===== src/rtl/nvdla_conv_pkg.sv =====
// rtl/nvdla_conv_pkg.sv - shared types and parameter defaults for the conv flow controller
package nvdla_conv_pkg;

    localparam int NUM_CH_DEF     = 2;
    localparam int MAC_LAT_DEF    = 3;
    localparam int ATOMS_W_DEF    = 8;
    localparam int STRIPES_W_DEF  = 16;
    localparam int OBUF_DEPTH_DEF = 4;
    localparam int CH_W_DEF       = (NUM_CH_DEF > 1) ? $clog2(NUM_CH_DEF) : 1;

    typedef enum logic [1:0] {
        ST_IDLE  = 2'd0,
        ST_RUN   = 2'd1,
        ST_DRAIN = 2'd2
    } state_e;

    typedef struct packed {
        logic [CH_W_DEF-1:0] ch;
        logic                last;
    } res_t;

endpackage


===== src/rtl/nvdla_conv_flow_ctrl_if.sv =====
// rtl/nvdla_conv_flow_ctrl_if.sv - atom input and result output handshakes
interface nvdla_conv_flow_ctrl_if #(
    parameter int CH_W = 1
);
    logic            data_i_valid;
    logic            data_i_ready;
    logic            weight_i_valid;
    logic            weight_i_ready;
    logic            cacc2sdp_valid;
    logic            sdp2cacc_ready;
    logic [CH_W-1:0] cacc2sdp_ch;
    logic            cacc2sdp_last;

    modport slave (
        input  data_i_valid, weight_i_valid, sdp2cacc_ready,
        output data_i_ready, weight_i_ready, cacc2sdp_valid, cacc2sdp_ch, cacc2sdp_last
    );

    modport master (
        output data_i_valid, weight_i_valid, sdp2cacc_ready,
        input  data_i_ready, weight_i_ready, cacc2sdp_valid, cacc2sdp_ch, cacc2sdp_last
    );
endinterface


===== src/rtl/nvdla_conv_obuf.sv =====
// rtl/nvdla_conv_obuf.sv - result FIFO with extra-MSB pointer wrap
module nvdla_conv_obuf
    import nvdla_conv_pkg::*;
#(
    parameter int  DEPTH   = OBUF_DEPTH_DEF,
    parameter type entry_t = res_t
) (
    input  logic   clk,
    input  logic   rst,
    input  logic   push,
    input  entry_t push_data,
    input  logic   pop,
    output entry_t head,
    output logic   empty,
    output logic   full
);
    localparam int AW = $clog2(DEPTH);

    logic [AW:0] wr_q, wr_d, rd_q, rd_d;
    entry_t      mem_q [DEPTH];
    entry_t      mem_d [DEPTH];

    always_comb begin
        mem_d = mem_q;
        wr_d  = wr_q;
        rd_d  = rd_q;
        if (push) begin
            mem_d[wr_q[AW-1:0]] = push_data;
            wr_d                = wr_q + (AW+1)'(1);
        end
        if (pop) begin
            rd_d = rd_q + (AW+1)'(1);
        end
    end

    always_ff @(posedge clk or posedge rst) begin
        if (rst) begin
            wr_q <= '0;
            rd_q <= '0;
            for (int i = 0; i < DEPTH; i++) begin
                mem_q[i] <= '0;
            end
        end else begin
            wr_q  <= wr_d;
            rd_q  <= rd_d;
            mem_q <= mem_d;
        end
    end

    assign head  = mem_q[rd_q[AW-1:0]];
    assign empty = (wr_q == rd_q);
    assign full  = (wr_q[AW] != rd_q[AW]) && (wr_q[AW-1:0] == rd_q[AW-1:0]);

endmodule


===== src/rtl/nvdla_conv_flow_ctrl.sv =====
// rtl/nvdla_conv_flow_ctrl.sv - joins data/weight atoms into stripes and drains tagged results to SDP
module nvdla_conv_flow_ctrl
    import nvdla_conv_pkg::*;
#(
    parameter int NUM_CH     = NUM_CH_DEF,
    parameter int MAC_LAT    = MAC_LAT_DEF,
    parameter int ATOMS_W    = ATOMS_W_DEF,
    parameter int STRIPES_W  = STRIPES_W_DEF,
    parameter int OBUF_DEPTH = OBUF_DEPTH_DEF
) (
    input  logic                 nvdla_core_clk,
    input  logic                 nvdla_core_rst,
    input  logic                 op_en,
    input  logic [ATOMS_W-1:0]   cfg_atoms,
    input  logic [STRIPES_W-1:0] cfg_stripes,
    nvdla_conv_flow_ctrl_if.slave io,
    output logic                 busy,
    output logic                 done
);
    localparam int CH_W = (NUM_CH > 1) ? $clog2(NUM_CH) : 1;
    localparam int CRW  = $clog2(OBUF_DEPTH + 1);

    typedef struct packed {
        logic [CH_W-1:0] ch;
        logic            last;
    } ent_t;

    state_e               state_q, state_d;
    logic [ATOMS_W-1:0]   atoms_q, atoms_d, atom_cnt_q, atom_cnt_d;
    logic [STRIPES_W-1:0] stripes_q, stripes_d, stripe_cnt_q, stripe_cnt_d;
    logic [CH_W-1:0]      ch_q, ch_d;
    logic [CRW-1:0]       credit_q, credit_d;
    logic                 done_q, done_d;

    logic ready, fire, fire_last, pop, push_v, obuf_empty, obuf_full;
    ent_t new_e, push_e, head_e;

    // Counts are zero-based, so a config of 0 wraps to the all-ones last index (2^W ops).
    wire [ATOMS_W-1:0]   atom_last   = atoms_q - ATOMS_W'(1);
    wire [STRIPES_W-1:0] stripe_last = stripes_q - STRIPES_W'(1);

    assign ready = (state_q == ST_RUN) && ((atom_cnt_q != atom_last) || (credit_q != '0));
    assign fire  = io.data_i_valid && io.weight_i_valid && ready;
    assign pop   = io.cacc2sdp_valid && io.sdp2cacc_ready;

    always_comb begin
        state_d      = state_q;
        atoms_d      = atoms_q;
        stripes_d    = stripes_q;
        atom_cnt_d   = atom_cnt_q;
        stripe_cnt_d = stripe_cnt_q;
        ch_d         = ch_q;
        done_d       = 1'b0;
        fire_last    = 1'b0;
        new_e.ch     = ch_q;
        new_e.last   = (stripe_cnt_q == stripe_last);
        unique case (state_q)
            ST_IDLE: begin
                if (op_en) begin
                    atoms_d      = cfg_atoms;
                    stripes_d    = cfg_stripes;
                    atom_cnt_d   = '0;
                    stripe_cnt_d = '0;
                    ch_d         = '0;
                    state_d      = ST_RUN;
                end
            end
            ST_RUN: begin
                if (fire) begin
                    if (atom_cnt_q == atom_last) begin
                        fire_last    = 1'b1;
                        atom_cnt_d   = '0;
                        stripe_cnt_d = stripe_cnt_q + STRIPES_W'(1);
                        ch_d         = (ch_q == CH_W'(NUM_CH - 1)) ? '0 : ch_q + CH_W'(1);
                        if (new_e.last) begin
                            state_d = ST_DRAIN;
                        end
                    end else begin
                        atom_cnt_d = atom_cnt_q + ATOMS_W'(1);
                    end
                end
            end
            ST_DRAIN: begin
                // Leave as soon as the final pop returns the last outstanding credit.
                if (pop ? (credit_q == CRW'(OBUF_DEPTH - 1)) : (credit_q == CRW'(OBUF_DEPTH))) begin
                    state_d = ST_IDLE;
                    done_d  = 1'b1;
                end
            end
            default: state_d = ST_IDLE;
        endcase

        credit_d = credit_q;
        if (fire_last && !pop) begin
            credit_d = credit_q - CRW'(1);
        end else if (!fire_last && pop) begin
            credit_d = credit_q + CRW'(1);
        end
    end

    always_ff @(posedge nvdla_core_clk or posedge nvdla_core_rst) begin
        if (nvdla_core_rst) begin
            state_q      <= ST_IDLE;
            atoms_q      <= '0;
            stripes_q    <= '0;
            atom_cnt_q   <= '0;
            stripe_cnt_q <= '0;
            ch_q         <= '0;
            credit_q     <= CRW'(OBUF_DEPTH);
            done_q       <= 1'b0;
        end else begin
            state_q      <= state_d;
            atoms_q      <= atoms_d;
            stripes_q    <= stripes_d;
            atom_cnt_q   <= atom_cnt_d;
            stripe_cnt_q <= stripe_cnt_d;
            ch_q         <= ch_d;
            credit_q     <= credit_d;
            done_q       <= done_d;
        end
    end

    generate
        if (MAC_LAT == 1) begin : g_direct
            assign push_v = fire_last;
            assign push_e = new_e;
        end else begin : g_pipe
            logic [MAC_LAT-2:0] pv_q, pv_d;
            ent_t               pe_q [MAC_LAT-1];
            ent_t               pe_d [MAC_LAT-1];

            always_comb begin
                pv_d[0] = fire_last;
                pe_d[0] = new_e;
                for (int i = 1; i < MAC_LAT - 1; i++) begin
                    pv_d[i] = pv_q[i-1];
                    pe_d[i] = pe_q[i-1];
                end
            end

            always_ff @(posedge nvdla_core_clk or posedge nvdla_core_rst) begin
                if (nvdla_core_rst) begin
                    pv_q <= '0;
                    for (int i = 0; i < MAC_LAT - 1; i++) begin
                        pe_q[i] <= '0;
                    end
                end else begin
                    pv_q <= pv_d;
                    pe_q <= pe_d;
                end
            end

            assign push_v = pv_q[MAC_LAT-2];
            assign push_e = pe_q[MAC_LAT-2];
        end
    endgenerate

    nvdla_conv_obuf #(
        .DEPTH   (OBUF_DEPTH),
        .entry_t (ent_t)
    ) u_obuf (
        .clk       (nvdla_core_clk),
        .rst       (nvdla_core_rst),
        .push      (push_v),
        .push_data (push_e),
        .pop       (pop),
        .head      (head_e),
        .empty     (obuf_empty),
        .full      (obuf_full)
    );

    assign io.data_i_ready   = ready;
    assign io.weight_i_ready = ready;
    assign io.cacc2sdp_valid = !obuf_empty;
    assign io.cacc2sdp_ch    = head_e.ch;
    assign io.cacc2sdp_last  = head_e.last;
    assign busy              = (state_q != ST_IDLE);
    assign done              = done_q;

    a_credit_max: assert property (@(posedge nvdla_core_clk) disable iff (nvdla_core_rst)
        credit_q <= CRW'(OBUF_DEPTH));
    a_obuf_no_overflow: assert property (@(posedge nvdla_core_clk) disable iff (nvdla_core_rst)
        !(push_v && obuf_full));

endmodule


===== src/flat_wrapper.sv =====
// flat-port wrapper written by rule: the top's interface ports become plain ports
module nvdla_conv_flow_ctrl_flat import nvdla_conv_pkg::*;
#(
    parameter int NUM_CH     = NUM_CH_DEF,
    parameter int MAC_LAT    = MAC_LAT_DEF,
    parameter int ATOMS_W    = ATOMS_W_DEF,
    parameter int STRIPES_W  = STRIPES_W_DEF,
    parameter int OBUF_DEPTH = OBUF_DEPTH_DEF
)
  (nvdla_core_clk, nvdla_core_rst, op_en, cfg_atoms, cfg_stripes, busy, done, io_data_i_valid, io_weight_i_valid, io_sdp2cacc_ready, io_data_i_ready, io_weight_i_ready, io_cacc2sdp_valid, io_cacc2sdp_ch, io_cacc2sdp_last);
  nvdla_conv_flow_ctrl_if #(.CH_W(1)) io_i ();
  input  logic nvdla_core_clk;
  input  logic nvdla_core_rst;
  input  logic op_en;
  input  logic [ATOMS_W-1:0] cfg_atoms;
  input  logic [STRIPES_W-1:0] cfg_stripes;
  output logic busy;
  output logic done;
  input wire logic [$bits(io_i.data_i_valid)-1:0] io_data_i_valid;
  input wire logic [$bits(io_i.weight_i_valid)-1:0] io_weight_i_valid;
  input wire logic [$bits(io_i.sdp2cacc_ready)-1:0] io_sdp2cacc_ready;
  output wire logic [$bits(io_i.data_i_ready)-1:0] io_data_i_ready;
  output wire logic [$bits(io_i.weight_i_ready)-1:0] io_weight_i_ready;
  output wire logic [$bits(io_i.cacc2sdp_valid)-1:0] io_cacc2sdp_valid;
  output wire logic [$bits(io_i.cacc2sdp_ch)-1:0] io_cacc2sdp_ch;
  output wire logic [$bits(io_i.cacc2sdp_last)-1:0] io_cacc2sdp_last;
  assign io_i.data_i_valid = io_data_i_valid;
  assign io_i.weight_i_valid = io_weight_i_valid;
  assign io_i.sdp2cacc_ready = io_sdp2cacc_ready;
  assign io_data_i_ready = io_i.data_i_ready;
  assign io_weight_i_ready = io_i.weight_i_ready;
  assign io_cacc2sdp_valid = io_i.cacc2sdp_valid;
  assign io_cacc2sdp_ch = io_i.cacc2sdp_ch;
  assign io_cacc2sdp_last = io_i.cacc2sdp_last;
  nvdla_conv_flow_ctrl #(.NUM_CH(NUM_CH), .MAC_LAT(MAC_LAT), .ATOMS_W(ATOMS_W), .STRIPES_W(STRIPES_W), .OBUF_DEPTH(OBUF_DEPTH)) u_core (.nvdla_core_clk(nvdla_core_clk), .nvdla_core_rst(nvdla_core_rst), .op_en(op_en), .cfg_atoms(cfg_atoms), .cfg_stripes(cfg_stripes), .io(io_i), .busy(busy), .done(done));
endmodule

===== config.mk =====
export PLATFORM = sky130hd
export DESIGN_NAME = nvdla_conv_flow_ctrl_flat
export DESIGN_NICKNAME = d
export VERILOG_FILES = /design/src/rtl/nvdla_conv_pkg.sv /design/src/rtl/nvdla_conv_flow_ctrl_if.sv /design/src/rtl/nvdla_conv_obuf.sv /design/src/rtl/nvdla_conv_flow_ctrl.sv /design/src/flat_wrapper.sv
export SDC_FILE = /design/constraint.sdc
export NUM_CORES = 1
export LEC_CHECK = 0
export ABC_AREA = 1
export CELL_PAD_IN_SITES_DETAIL_PLACEMENT = 1
export CELL_PAD_IN_SITES_GLOBAL_PLACEMENT = 1
export CORE_UTILIZATION = 47
export DETAILED_ROUTE_END_ITERATION = 7
export HOLD_SLACK_MARGIN = 0.12
export MAX_ROUTING_LAYER = met4
export PLACE_DENSITY = 0.88
export SYNTH_ARGS = -nofsm -noshare
export SYNTH_HDL_FRONTEND = slang
export SYNTH_SLANG_ARGS = --single-unit

===== constraint.sdc =====
create_clock -name nvdla_core_clk -period 6.2 [get_ports nvdla_core_clk]
set_clock_uncertainty 0.15 [all_clocks]
set_input_delay 1.24 -clock nvdla_core_clk [delete_from_list [all_inputs] [get_ports nvdla_core_clk]]
set_output_delay 1.24 -clock nvdla_core_clk [all_outputs]
set_load 0.02 [all_outputs]

==> results.tsv <==
metric	value	unit
status	completed	
avgViaCountPerCell	5.23	
drc	0	
cts_setup_buffers	0	
numCtsBuffers	9	
fin_hold_ws	206	ps
p_sw	0.869	mW
p_sw_share	44.2	%
clkPwrFrac	17.7	%
pin_count	37	
yosysWarnings	0	
p_per_area	364	nW/um^2
clkLatencyLatePin	370	ps
grt_max_degree	40	
die_h	103	um
fin_ws	2220	ps
totalNegativeSetupSlack	0	ps
diodes	0	
p_seq_share	39.6	%
routabilityCongestion	0.918	
cts-hold-fix-buffers	0	
hold_class	reg2reg	
cp-end-kind	output port	
antenna_found_initial	0	
initial_core_util	48.7	%
r2r_cells	20	
vias	4296	
post_drt_wl_per_cell	15.5	um
drt_pass1_iterations	4	
coreArea	9820	sq um
cts_sinks	75	
hold_viol_final	0	
post-route-period-util	64.2	%
synthSimpleGateAreaFrac	34.6	%
max-slew-margin-rel	44.2	%
grt_pass1_wl	21700	um
port_buffers	36	
slew_violations	0	
final_antenna_net_count	0	
final_layout_size_suffix_gt1_share	8.43	%
finalNonFillerCells	821	
synth_top_family_by_area	simple AND/OR/NAND/NOR gates	
leakagePower	2.63	nW
period_needed	3980	ps
comb_power_share	42.7	%
cp_data_required_time	4810	ps
nets	724	
grt_setup_unrepaired	false	
synth.area.mux_share	2.36	%
ys_ff_latch	75	
syn_area	4780	sq um
worstMarginPinSlew	836	ps
routed_wl	12700	um
place_ws	2580	ps
min_path_cells	0	
path_max_fanout	6	
synth_compound_area_share	5.13	%
cts_tree	built	
p_int	1.10	mW
rows	36	
area_growth	13.1	%
post-dp-hpwl	9650	um
ir_drop	0.162	mV
grt_usage	27.5	%
die_w	103	um
drv_cap	0	
path_class	reg2out	
setup_viol	0	
ctsResizeCount	0	
synth-seq-area-share	39.3	%
synthCells	651	
dieArea	10600	sq um
path_clk_slew	90	ps
htree_levels	3	
synthAdderAreaFrac	3.04	%
clock.fmax	251	MHz
synth_nets	692	
overflow	0	
dp.cells	805	
grt_pass1_vias	4671	
synth.avg_cell_area	7.34	sq um
drt_iter0_drc	115	
clockBufferDepth	2	
cp_data_arrival_time	2590	ps
root_buffer	clkbuf_8	
crit_path_start_kind	flop	
synth_cell_type_count	35	
synth-xor-area-share	8.06	%
## synth_stat cells
cell / number / area (sq um)
or2_2: 1 / 6.26
nand2_4: 2 / 22.5
nor2_2: 3 / 18.8
fa_1: 1 / 20.0
nand4_1: 10 / 62.6
buf_8: 1 / 15.0
nand3b_1: 8 / 60.1
nor3b_1: 3 / 22.5
o21bai_1: 1 / 7.51
dfstp_2: 1 / 26.3
nand3_4: 1 / 17.5
buf_4: 2 / 15.0
nor2_1: 95 / 357
mux2_2: 10 / 113
o31ai_1: 1 / 7.51
a31oi_1: 1 / 6.26
inv_2: 4 / 15.0
ha_1: 10 / 125
nor4_1: 2 / 12.5
nand2_2: 17 / 106
and3_1: 1 / 6.26
o21ai_0: 22 / 110
buf_2: 2 / 10.0
o22ai_1: 3 / 18.8
a21oi_1: 19 / 95.1
xnor2_1: 21 / 184
inv_1: 69 / 259
xor2_1: 23 / 201
nor2_4: 1 / 11.3
nor3_1: 9 / 45.0
dfrtp_1: 74 / 1850
nand2_1: 162 / 608
and2_1: 1 / 6.26
nand3_1: 58 / 290
clkbuf_1: 12 / 45.0
## routing by layer
layer | global-route usage (%) | share of wire [%]
met3 | 5.49 | 2.5
met4 | 9.64 | 2.2
met5 | - | 0
met2 | 48.7 | 52
met1 | 30.8 | 44
## placed cells by master (no fill, tap or decap), types with 2 or more instances in the layout
master and count:
nand3_1 58, inv_1 68, xor2_1 23, buf_4 2, clkinv_2 2, nor3_1 9
clkinvlp_4 2, nand2_1 162, clkdlybuf4s50_1 36, o22ai_1 3, dfrtp_1 74, nor3b_1 3
nand3b_1 8, clkinv_4 2, nand2_4 2, nor4_1 2, clkbuf_8 9, xnor2_1 21
mux2_2 10, nor2_2 3, nand2_2 17, ha_1 10, nor2_1 95, nand4_1 10
a21oi_1 19, inv_2 5, o21ai_0 22
## registers in the layout, summed over array words and instances (netlist names)
register,flops
u_core.atoms_q,8
u_core.u_obuf.mem_q,8
u_core.g_pipe.pe_q,2
u_core.state_q,2
u_core.ch_q,1
u_core.credit_q,3
u_core.g_pipe.pv_q,2
u_core.u_obuf.wr_q,3
u_core.g_pipe.pe_d,2
u_core.u_obuf.rd_q,3
u_core.atom_cnt_q,8
u_core.stripe_cnt_q,16
u_core.done,1
u_core.stripes_q,16
## logic make-up (layout without fill, tap and decap cells)
family,after synthesis,after routing
AOI/OAI and AO/OA,47,47
xor gates and xnor gates,44,44
adders and majority gates,11,11
buffers and inverters,90,127
DFF,75,75
muxes,10,10
and+or+nand+nor,374,374
## path summary, 6_finish.rpt
path / start / end / slack [ps]
min in group asynchronous: nvdla_core_rst / u_core.u_obuf.rd_q[1] / 1220
max: u_core.atoms_q[0] / io_weight_i_ready / 2220
min reg2reg: u_core.g_pipe.pv_q[0] / u_core.g_pipe.pv_q[1] / 210
max in group asynchronous: nvdla_core_rst / u_core.stripes_q[1] / 3680
max reg2reg: u_core.atoms_q[0] / u_core.credit_q[2] / 2930
min: u_core.g_pipe.pv_q[0] / u_core.g_pipe.pv_q[1] / 210
## worst max-delay path, cell delays in order (launching register included)
cell and delay [ps]:
dfrtp_1 390, inv_2 110, ha_1 220, nand3_1 140, nor2_1 160, nand2_1 70
nand2_1 100, nand2_1 70, nor2_2 120, nand2_2 80, nand2_2 100, nand2_4 80
clkdlybuf4s50_1 570
## layout make-up
cell class | count | area (sq um)
clock buffer | 10 | 128
clock inverter | 6 | 42.5
fill | 1295 | 4410
inverter | 73 | 274
multi-input combinational | 486 | 2540
sequential | 75 | 1880
tap | 133 | 166
timing repair buffer | 38 | 375
## stage by stage
stage | total power, mW | util, % | instance area, sq um
2_1_floorplan | 1.38 | - | 4780
3_3_place_gp | 1.56 | 53.3 | 5240
3_5_place_dp | 1.63 | 53.3 | 5240
4_1_cts | 1.99 | 55.0 | 5410
5_1_grt | 2.13 | 55.0 | 5410
6_report | 1.97 | 55.0 | 5410
## power by group through the flow
stage               sequential (mW)  clock [mW]  combinational (mW)
floorplan                     0.741           0               0.637
global placement              0.779           0               0.780
detailed placement            0.789           0               0.840
CTS                           0.779       0.359               0.849
global route                  0.800       0.374               0.958
finish                        0.779       0.348               0.841
No activity file was read; power rests on OpenSTA's default activity.
